==> src/rtl/pixel_pkg.sv <==
// Shared definitions for the pixel processing stream.
//  - pixel width / max value
//  - operation select codes carried on cfg_select / op_select
//  - frame reader state encoding
//  - payload carried through the reader's skid buffer
package pixel_pkg;

   localparam int unsigned PIX_W = 8;
   localparam logic [PIX_W-1:0] PIX_MAX = 8'hFF;

   localparam logic [1:0] SEL_BRIGHT_UP = 2'b00;
   localparam logic [1:0] SEL_BRIGHT_DN = 2'b01;
   localparam logic [1:0] SEL_THRESH    = 2'b10;
   localparam logic [1:0] SEL_INVERT    = 2'b11;

   typedef enum logic [1:0] {
      IDLE  = 2'd0,
      FETCH = 2'd1,
      DRAIN = 2'd2
   } rd_state_e;

   typedef struct packed {
      logic [PIX_W-1:0] pixel;
   } pix_beat_t;

endpackage

==> src/rtl/pixel_skid_fifo.sv <==
// Two-entry FIFO between the frame buffer read port and the pixel output.
// Ports:
//  clk, rst_n     clock, async active-low reset
//  push/push_data write one pixel (caller guarantees space)
//  pop            remove head entry (caller guarantees non-empty)
//  head_pixel_c   current head entry (combinational mux of storage)
//  count          registered occupancy 0..2, used for read credit
module pixel_skid_fifo
   import pixel_pkg::*;
(
   input  logic             clk,
   input  logic             rst_n,
   input  logic             push,
   input  logic [PIX_W-1:0] push_data,
   input  logic             pop,
   output logic [PIX_W-1:0] head_pixel_c,
   output logic [1:0]       count
);

   pix_beat_t  ent0_q, ent0_d;
   pix_beat_t  ent1_q, ent1_d;
   logic       wr_ptr_q, wr_ptr_d;
   logic       rd_ptr_q, rd_ptr_d;
   logic [1:0] count_q, count_d;

   // Next-state: write at wr_ptr, read at rd_ptr, occupancy tracks both.
   always_comb begin
      ent0_d   = ent0_q;
      ent1_d   = ent1_q;
      wr_ptr_d = wr_ptr_q ^ push;
      rd_ptr_d = rd_ptr_q ^ pop;
      count_d  = count_q + 2'(push) - 2'(pop);
      if (push) begin
         if (wr_ptr_q) ent1_d.pixel = push_data;
         else          ent0_d.pixel = push_data;
      end
   end

   always_ff @(posedge clk or negedge rst_n) begin
      if (!rst_n) begin
         ent0_q   <= '0;
         ent1_q   <= '0;
         wr_ptr_q <= 1'b0;
         rd_ptr_q <= 1'b0;
         count_q  <= 2'd0;
      end else begin
         ent0_q   <= ent0_d;
         ent1_q   <= ent1_d;
         wr_ptr_q <= wr_ptr_d;
         rd_ptr_q <= rd_ptr_d;
         count_q  <= count_d;
      end
   end

   assign head_pixel_c = rd_ptr_q ? ent1_q.pixel : ent0_q.pixel;
   assign count        = count_q;

endmodule

==> src/rtl/pixel_frame_reader.sv <==
// Walks the frame buffer in raster order and streams one pixel per
// valid/ready handshake with sof/eol/eof markers; latches the operation
// config at frame start and holds it on op_* for the whole frame.
// Ports:
//  clk, rst_n                      clock, async active-low reset
//  start, cfg_select/value/thresh  frame request and config (sampled in IDLE)
//  busy, done                      frame in progress / one-cycle completion pulse
//  mem_rd_en, mem_addr, mem_rdata  frame buffer read port (1-cycle latency)
//  out_valid, out_ready, out_pixel pixel stream handshake
//  out_sof, out_eol, out_eof       frame/line markers, qualified by out_valid
//  op_select, op_value, op_thresh  latched config for the pixel operator
module pixel_frame_reader
   import pixel_pkg::*;
#(
   parameter int unsigned IMG_W  = 64,
   parameter int unsigned IMG_H  = 64,
   parameter int unsigned ADDR_W = 12
) (
   input  logic              clk,
   input  logic              rst_n,
   input  logic              start,
   input  logic [1:0]        cfg_select,
   input  logic [7:0]        cfg_value,
   input  logic [7:0]        cfg_thresh,
   output logic              busy,
   output logic              done,
   output logic              mem_rd_en,
   output logic [ADDR_W-1:0] mem_addr,
   input  logic [7:0]        mem_rdata,
   output logic              out_valid,
   input  logic              out_ready,
   output logic [7:0]        out_pixel,
   output logic              out_sof,
   output logic              out_eol,
   output logic              out_eof,
   output logic [1:0]        op_select,
   output logic [7:0]        op_value,
   output logic [7:0]        op_thresh
);

   localparam int unsigned PIX_CNT = IMG_W * IMG_H;
   localparam int unsigned COL_W   = (IMG_W > 1) ? $clog2(IMG_W) : 1;
   localparam int unsigned ROW_W   = (IMG_H > 1) ? $clog2(IMG_H) : 1;

   localparam logic [ADDR_W-1:0] LAST_ADDR = ADDR_W'(PIX_CNT - 1);
   localparam logic [COL_W-1:0]  LAST_COL  = COL_W'(IMG_W - 1);
   localparam logic [ROW_W-1:0]  LAST_ROW  = ROW_W'(IMG_H - 1);

   localparam logic [1:0] ST_IDLE  = IDLE;
   localparam logic [1:0] ST_FETCH = FETCH;
   localparam logic [1:0] ST_DRAIN = DRAIN;

   logic [1:0]        state_q, state_d;
   logic [ADDR_W-1:0] addr_q, addr_d;
   logic [COL_W-1:0]  col_q, col_d;
   logic [ROW_W-1:0]  row_q, row_d;
   logic              inflight_q, inflight_d;
   logic              busy_q, busy_d;
   logic              done_q, done_d;
   logic [1:0]        op_select_q, op_select_d;
   logic [7:0]        op_value_q, op_value_d;
   logic [7:0]        op_thresh_q, op_thresh_d;

   logic [1:0]        fifo_count;
   logic [PIX_W-1:0]  head_pixel_c;
   logic              xfer_c;
   logic              last_col_c;
   logic              last_row_c;
   logic              rd_credit_c;
   logic              rd_en_c;

   assign out_valid  = (fifo_count != 2'd0);
   assign xfer_c     = out_valid & out_ready;
   assign last_col_c = (col_q == LAST_COL);
   assign last_row_c = (row_q == LAST_ROW);

   // Buffer space after this edge (held + arriving - leaving) must leave a
   // slot for the read issued now, which lands one edge later.
   assign rd_credit_c = ({1'b0, fifo_count} + {2'b00, inflight_q}) < (3'd2 + {2'b00, xfer_c});
   assign rd_en_c     = (state_q == ST_FETCH) && rd_credit_c;

   pixel_skid_fifo u_fifo (
      .clk          (clk),
      .rst_n        (rst_n),
      .push         (inflight_q),
      .push_data    (mem_rdata),
      .pop          (xfer_c),
      .head_pixel_c (head_pixel_c),
      .count        (fifo_count)
   );

   // Next-state: frame FSM, read address, raster position, config latch.
   always_comb begin
      state_d     = state_q;
      addr_d      = addr_q;
      col_d       = col_q;
      row_d       = row_q;
      inflight_d  = rd_en_c;
      busy_d      = busy_q;
      done_d      = 1'b0;
      op_select_d = op_select_q;
      op_value_d  = op_value_q;
      op_thresh_d = op_thresh_q;

      if (xfer_c) begin
         if (last_col_c) begin
            col_d = '0;
            row_d = last_row_c ? '0 : row_q + 1'b1;
         end else begin
            col_d = col_q + 1'b1;
         end
      end

      case (state_q)
         ST_IDLE: begin
            if (start) begin
               state_d     = ST_FETCH;
               addr_d      = '0;
               col_d       = '0;
               row_d       = '0;
               busy_d      = 1'b1;
               op_select_d = cfg_select;
               op_value_d  = cfg_value;
               op_thresh_d = cfg_thresh;
            end
         end
         ST_FETCH: begin
            // Address parks on the last pixel once it has been issued.
            if (rd_en_c) begin
               if (addr_q == LAST_ADDR) state_d = ST_DRAIN;
               else                     addr_d  = addr_q + 1'b1;
            end
         end
         ST_DRAIN: begin
            if (xfer_c && last_col_c && last_row_c) begin
               state_d = ST_IDLE;
               busy_d  = 1'b0;
               done_d  = 1'b1;
            end
         end
         default: state_d = ST_IDLE;
      endcase
   end

   always_ff @(posedge clk or negedge rst_n) begin
      if (!rst_n) begin
         state_q     <= ST_IDLE;
         addr_q      <= '0;
         col_q       <= '0;
         row_q       <= '0;
         inflight_q  <= 1'b0;
         busy_q      <= 1'b0;
         done_q      <= 1'b0;
         op_select_q <= 2'b00;
         op_value_q  <= 8'h00;
         op_thresh_q <= 8'h00;
      end else begin
         state_q     <= state_d;
         addr_q      <= addr_d;
         col_q       <= col_d;
         row_q       <= row_d;
         inflight_q  <= inflight_d;
         busy_q      <= busy_d;
         done_q      <= done_d;
         op_select_q <= op_select_d;
         op_value_q  <= op_value_d;
         op_thresh_q <= op_thresh_d;
      end
   end

   assign busy      = busy_q;
   assign done      = done_q;
   assign mem_rd_en = rd_en_c;
   assign mem_addr  = addr_q;
   assign out_pixel = out_valid ? head_pixel_c : 8'h00;
   assign out_sof   = out_valid & (col_q == '0) & (row_q == '0);
   assign out_eol   = out_valid & last_col_c;
   assign out_eof   = out_valid & last_col_c & last_row_c;
   assign op_select = op_select_q;
   assign op_value  = op_value_q;
   assign op_thresh = op_thresh_q;

endmodule

==> config.mk <==
export PLATFORM = sky130hd
export DESIGN_NAME = pixel_frame_reader
export DESIGN_NICKNAME = d
export VERILOG_FILES = /design/src/rtl/pixel_pkg.sv /design/src/rtl/pixel_skid_fifo.sv /design/src/rtl/pixel_frame_reader.sv
export SDC_FILE = /design/constraint.sdc
export NUM_CORES = 1
export LEC_CHECK = 0
export ABC_AREA = 1
export CAP_MARGIN = 20
export CORE_MARGIN = 5
export CORE_UTILIZATION = 36
export DETAILED_ROUTE_END_ITERATION = 6
export PLACE_DENSITY_LB_ADDON = 0.15
export RECOVER_POWER = 50
export SLEW_MARGIN = 0
export SYNTH_ARGS = -nofsm -noshare
export SYNTH_HDL_FRONTEND = slang
export SYNTH_HIERARCHICAL = 1
export SYNTH_SLANG_ARGS = --single-unit
==> constraint.sdc <==
create_clock -name clk -period 2.74 [get_ports clk]
set_clock_uncertainty 0.05 [all_clocks]
set_input_delay 0.274 -clock clk [delete_from_list [all_inputs] [get_ports clk]]
set_output_delay 0.274 -clock clk [all_outputs]
set_load 0.03 [all_outputs]
==> results of run 1 <==
## stage by stage
stage,std cells,setup slack [ns],util [%]
after global placement,608,0.4529,44.82
after CTS,624,0.03372,47.31
after floorplan,409,0.6904,-
final,624,0.2447,47.21
after detailed placement,608,0.4076,44.82
after global routing,624,0.08464,47.21
## critical path, stage by stage, from the launching register on
cell and delay (ns):
dfrtp_1 0.39, ha_1 0.21, nand3_2 0.10, nor2_4 0.17
inv_1 0.07, nor4_1 0.17, clkdlybuf4s50_1 0.72
## logic make-up (layout without fill, tap and decap cells)
family / Yosys count / count (layout)
buf+inv: 72 / 154
simple gates: 187 / 187
xor+xnor: 10 / 10
mux: 18 / 18
flops: 67 / 67
fa+ha+maj: 11 / 11
compound gates: 44 / 44
## area by class of cell
type | instances | share of cell area (%)
well taps | 133 | 3.657
multi-input cells | 270 | 32.69
flip-flops and latches | 67 | 36.84
inverters | 63 | 5.197
repair buffers | 75 | 16.33
clock buffers | 10 | 2.805
clock inverters | 6 | 2.475
## state kept, by name, summed over array words and instances (netlist names)
name / cells
busy: 1
col_q: 6
done: 1
inflight_q: 1
mem_addr: 12
op_select: 2
op_thresh: 8
op_value: 8
row_q: 6
state_q: 2
u_fifo/count: 2
u_fifo/ent0_q: 8
u_fifo/ent1_q: 8
u_fifo/rd_ptr_q: 1
u_fifo/wr_ptr_q: 1
## routing by layer
metal  share of wire, %  vias up  GRT usage [%]
li1                   -     1430              -
met1                 47     1279          18.29
met2                 47       47          22.95
met3                4.2        8          4.000
met4                1.7        0          5.140
met5                  0        -              0
## layout by cell type (no fill, tap or decap), types with 2 or more instances in the layout
master,count
nand4_1,5
nor2_1,41
clkbuf_8,9
nand3_2,4
ha_1,11
bufinv_16,3
nand2_2,3
o21ai_2,3
nand3_1,11
inv_1,60
mux2_2,18
nor2_2,4
xnor2_1,3
nand2_1,107
o21bai_1,2
a21oi_1,9
clkdlybuf4s50_1,72
inv_2,3
xor2_1,7
nor3_1,4
o21ai_0,28
dfrtp_1,67
## what timing repair did
| action | 4_1_cts | 5_1_grt |
|---|---|---|
| buffers inserted | 0 | 0 |
| hold buffers | 0 | 0 |
| endpoints found under the setup margin | 0 | 10 |
| gates resized for setup | 0 | 2 |
## report_power, final
part / internal (mW) / total (mW) / switching [mW]
sequential: 1.33 / 1.56 / 0.228
combinational: 0.914 / 2.26 / 1.35
clock: 0.608 / 1.00 / 0.391
total: 2.85 / 4.82 / 1.97
## worst max-delay path by stage
stage	endpoint	from
2_1_floorplan	out_eof	col_q[0]
3_3_place_gp	out_eof	u_fifo/count[1]
3_5_place_dp	out_eof	u_fifo/count[1]
4_1_cts	out_eof	u_fifo/count[1]
5_1_grt	out_eof	col_q[0]
6_report	out_eof	col_q[0]
==> key figures, run 1 <==
Status
  – Status: finished with violations
  – Violated checks: max-capacitance violations, max-slew violations

Timing
  – Setup TNS: 0 ns
  – Final min period: 2.495 ns
  – Fmax: 0.4008 GHz
  – RSZ-0062 raised after global routing: no
  – Slew @ Worst Pin: 1.653 ns
  – Final Hold Fails: 0
  – Final setup violation count: 0
  – Hold_ws: 0.3857 ns
  – Slew HR: -10.20%
  – Final max-slew violation count: 68
  – Crit share post-route: 91.07%

Logic synthesis
  – Post-Syn Area per Cell: ~8.5 sq um
  – Post-synth top cells: nand2_1 (105), dfrtp_1 (67), inv_1 (60)
  – Synth area leaders: dfrtp_1 (48%), nand2_1 (11%), inv_1 (6.4%)
  – Yosys warns: 6
  – Largest family of logic cells by synthesized area: simple AND/OR/NAND/NOR gates
  – Post-synth EDFFs: 0
  – Yosys top cell by area: dfrtp_1
  – Yosys top cell area share: 47.99%
  – Sequential area share after synthesis: 47.99%
  – Asr flop ratio synth: 100.0%
  – Post-synthesis xor/xnor area fraction: between 2 and 3%
  – Cells after Synth: 409
  – Count leader, synth: nand2_1
  – Post-Synth Simple-Gate Area: a little under a quarter
  – Synth Cell Area: 3493 sq um
  – Syn Nets: 450
  – Compound-Gate Fraction of Synth Area: just under 7%
  – Post-synth top flop: dfrtp_1
  – Synth Area in Adders: between 3 and 4%
  – FF+latch count, synth: 67
  – Mux contribution to synthesized area: around 5.8%
  – Distinct cell type count after synthesis: 33

GRT
  – Grt ovf: 0
  – Tot GR Track Use: ~14%
  – First-pass GRT wire length: 13,320 microns
  – Initial antenna violation count: 0
  – Pin count of the biggest net entering global routing: 68
  – Vias in the first global route: 2,877

Power
  – PwrDens: 1060 nW/um^2
  – VDD IR-drop max: 0.4177 mV
  – Pwr Total: just under 5 mW
  – Leak: 2.089 nW

Final layout
  – Multi-input logic area: 1488 sq um
  – Ant. Diodes: 0
  – Layout cell share with drive strength beyond 1: a little under an eighth
  – Area Overhead vs Synth: 30.26%
  – Register Area: 1677 sq um
  – Nets: between 500 and 600
  – Post-Layout Inst Area: 4551 sq um
  – Fillers: 991

Clock tree
  – Worst-Skew Late Latency: about 0.33 ns
  – Worst-path clk slew: 0.08 ns
  – CTS Buf Count: 9
  – Htree depth: 3
  – # clock sinks: between 60 and 70
  – Clock tree buffer depth: 2
  – TritonCTS clock tree: done
  – Clock Tree Root: clkbuf_8

Die
  – Core area: between 9000 and 10,000 sq um
  – Die X: 108.5 microns
  – Die Height: approximately 110 microns
  – I/O pin count: 75
  – Die area: 11,770 sq um
  – FP Rows: 36
  – Initial Util: a little over a third

Worst setup path
  – Reg-to-reg critical path endpoint: u_fifo/count[1]
  – Worst r2r path cells: 8
  – R2r startpoint: u_fifo/count[1]
  – R2r setup slk: 0.66 ns
  – Critical path type: reg2out
  – Worst Path Required: 2.42 ns
  – Worst Path Max Fanout: 4
  – Crit end category: output port
  – Arrival time worst endpoint: around 2.2 ns
  – CP Launch Type: flip-flop

Route
  – Vias/cell: roughly 4.4
  – Vias: 2,764
  – # DRC: 0
  – Routed Wire Length: 7571 microns
  – Initial DRC Count: 92
  – Drt first pass iters: 4
  – Detail Route Antenna Nets: 0
  – Drt wl/cell: 12.13 microns

Place
  – Placed Instance Area: 4320 sq um
  – GP Congestion: 0.8068
  – Port Buffers: 74
  – DP HPWL: 5434 microns

Flow run
  – Max-cap viol count: 1

Worst hold path
  – Hold Path Class: in2async
Power figures use the tool's default switching activity.
==> run 2, diff against run 1 <==
Settings changed: CORE_MARGIN 5 to default, PLACE_DENSITY from default to 0.57, PLACE_DENSITY_LB_ADDON 0.15 to default.
==> key figures, run 2 (synthesis gave the netlist of run 1 again) <==
Power
  – Leak: 2.035 nW (-2.6%)
  – Clock power frac: 16.7% (-4.0 points)
  – Sequential power share: 33.7% (+1.4 points)
  – Switching pwr: 1.953 mW (-0.88%)
  – Sw frac: 42.22% (+1.4 points)
  – Internal power: 2.672 mW (-6.3%)
  – Comb pwr share: 49.6% (+2.6 points)
  – PwrDens: 1033 nW/um^2 (-2.6%)
  – VDD IR-drop max: 0.3804 mV (-8.9%)

Clock tree
  – # resized after CTS: 0 (unchanged)
  – Clock Tree Root: clkbuf_8
  – Worst-Skew Late Latency: 0.33 ns (about the same)
  – Number of setup buffers added after CTS: 0 (unchanged)
  – TritonCTS clock tree: done
  – Hold buffer count at cts: 0 (unchanged)
  – # clock sinks: 67 (unchanged)
  – CTS Buf Count: 9 (unchanged)
  – Clock tree buffer depth: 2 (unchanged)
  – Htree depth: 3 (unchanged)
  – Worst-path clk slew: 0.07 ns (about the same)

Timing
  – Hold_ws: 0.3852 ns (-0.0005180 ns)
  – Final setup violation count: 0 (unchanged)
  – Fmax: 0.3977 GHz (-0.77%)
  – RSZ-0062 raised after global routing: no
  – Setup TNS: 0 ns (unchanged)
  – Setup ws final: 0.2253 ns (-0.01940 ns)
  – Final min period: 2.515 ns (+0.01940 ns)
  – Final max-slew violation count: 68 (unchanged)
  – Slew HR: -10.06% (+0.14 points)
  – Crit share post-route: 91.78% (+0.71 points)
  – Final Hold Fails: 0 (unchanged)
  – Slew @ Worst Pin: 1.651 ns (-0.002171 ns)

Worst setup path
  – CP Cell Sequence: ha_1, ha_1, nand2_1, nand2_1, nor2_1, clkdlybuf4s50_1
  – Critical path type: reg2out
  – Worst Path Required: 2.42 ns (about the same)
  – Arrival time worst endpoint: 2.19 ns (+0.02 ns)
  – Worst stage delay on the critical path: 0.69 ns (-0.03 ns)
  – Worst Path Max Fanout: 4 (unchanged)
  – CP max stage cell: clkdlybuf4s50_1
  – Crit end category: output port
  – CP Launch Type: flip-flop
  – R2r setup slk: 0.53 ns (-0.13 ns)

Route
  – Vias: 2,792 (+1.0%)
  – # DRC: 0 (unchanged)
  – Initial DRC Count: 77 (-16%)
  – Vias/cell: 4.503 (+1.7%)
  – Drt first pass iters: 4 (unchanged)
  – Detail Route Antenna Nets: 0 (unchanged)
  – Routed Wire Length: 7572 microns (about the same)
  – Drt wl/cell: 12.21 microns (+0.66%)

GRT
  – Pin count of the biggest net entering global routing: 68 (unchanged)
  – Initial antenna violation count: 0 (unchanged)
  – Grt ovf: 0 (unchanged)
  – Vias in the first global route: 2,782 (-3.3%)
  – First-pass GRT wire length: 13,340 microns (+0.16%)
  – Tot GR Track Use: 16.90% (+2.7 points)

Flow run
  – Max-cap viol count: 1 (unchanged)

Die
  – Die Height: 100.5 microns (-7.4%)
  – Initial Util: 37.45% (+1.2 points)
  – Die X: 100.5 microns (-7.4%)
  – FP Rows: 35 (-2.8%)
  – Core area: 9328 sq um (-3.2%)
  – I/O pin count: 75 (unchanged)
  – Die area: 10,100 sq um (-14%)

Final layout
  – Layout cell share with drive strength beyond 1: 10.79% (-0.61 points)
  – Ant. Diodes: 0 (unchanged)
  – Area Overhead vs Synth: 28.19%
  – Commonest non-fill, non-tap cell in the layout: nand2_1
  – Max reg flops: 12 (unchanged)
  – Fillers: 912 (-8.0%)
  – Most frequent cells in the layout: nand2_1 (108), clkdlybuf4s50_1 (73), dfrtp_1 (67), inv_1 (60), nor2_1 (42)
  – Nets: 528 (+0.19%)

Worst hold path
  – Hold Path Class: in2async

Place
  – DP HPWL: 5391 microns (-0.79%)
  – GP Congestion: 0.8388 (+4.0%)
  – Port Buffers: 74 (unchanged)
  – Pre-CTS setup slack: 0.5667 ns (+0.1591 ns)

Status
  – Status: finished with violations
  – Violated checks: max-capacitance violations, max-slew violations
==> run 2: final cells by class <==
cell class | instances | area [sq um] | share of cell area (%)
sequential | 67 | 1677 | 37.44
multi-input combinational | 270 | 1473 | 32.89
timing repair buffer | 76 | 748.2 | 16.71
inverter | 63 | 236.5 | 5.281
tap | 129 | 161.4 | 3.604
clock buffer | 10 | 127.6 | 2.850
clock inverter | 5 | 55.05 | 1.229
==> run 2: final timing paths <==
check	cells after the start	end	startpoint
worst max-delay path	6	mem_rd_en	inflight_q
worst min-delay path	2	row_q[4]	rst_n
worst max register to register	8	row_q[2]	u_fifo/count[1]
worst min register to register	1	op_value[0]	op_value[0]
max in group asynchronous	2	mem_addr[9]	rst_n
min in group clk	1	op_value[0]	op_value[0]
==> run 2: per-layer routing <==
metal | up-vias | wire (microns) | track usage [%]
met5 | - | 0 | 0
met4 | 0 | 64 | 5.351
met3 | 7 | 387 | 4.022
met2 | 60 | 3601 | 27.98
met1 | 1297 | 3518 | 21.89
li1 | 1428 | - | -
==> run 2: stage by stage <==
stage / utilization [%] / cells / instance area, sq um / total power, mW
finish: 48.01 / 620 / 4478 / 4.625
global placement: 46.34 / 605 / 4323 / 3.876
global route: 48.01 / 620 / 4478 / 5.005
floorplan: - / 409 / 3493 / 3.124
CTS: 48.30 / 620 / 4506 / 4.702
detailed placement: 46.34 / 605 / 4323 / 3.915
==> run 2: power by group through the flow <==
stage	sequential (mW)	combinational (mW)	clock, mW
floorplan	1.82	1.30	0
global placement	1.56	2.31	0
detailed placement	1.58	2.33	0
CTS	1.56	2.34	0.802
global route	1.61	2.54	0.855
finish	1.56	2.29	0.774
==> run 2: worst max-delay path: cells and delay by family (launching register included) <==
kind                       cells  cell delay (ns)
adders and majority gates      2             0.48
and+or+nand+nor                3             0.26
buffers and inverters          1             0.69
DFF                            1             0.42
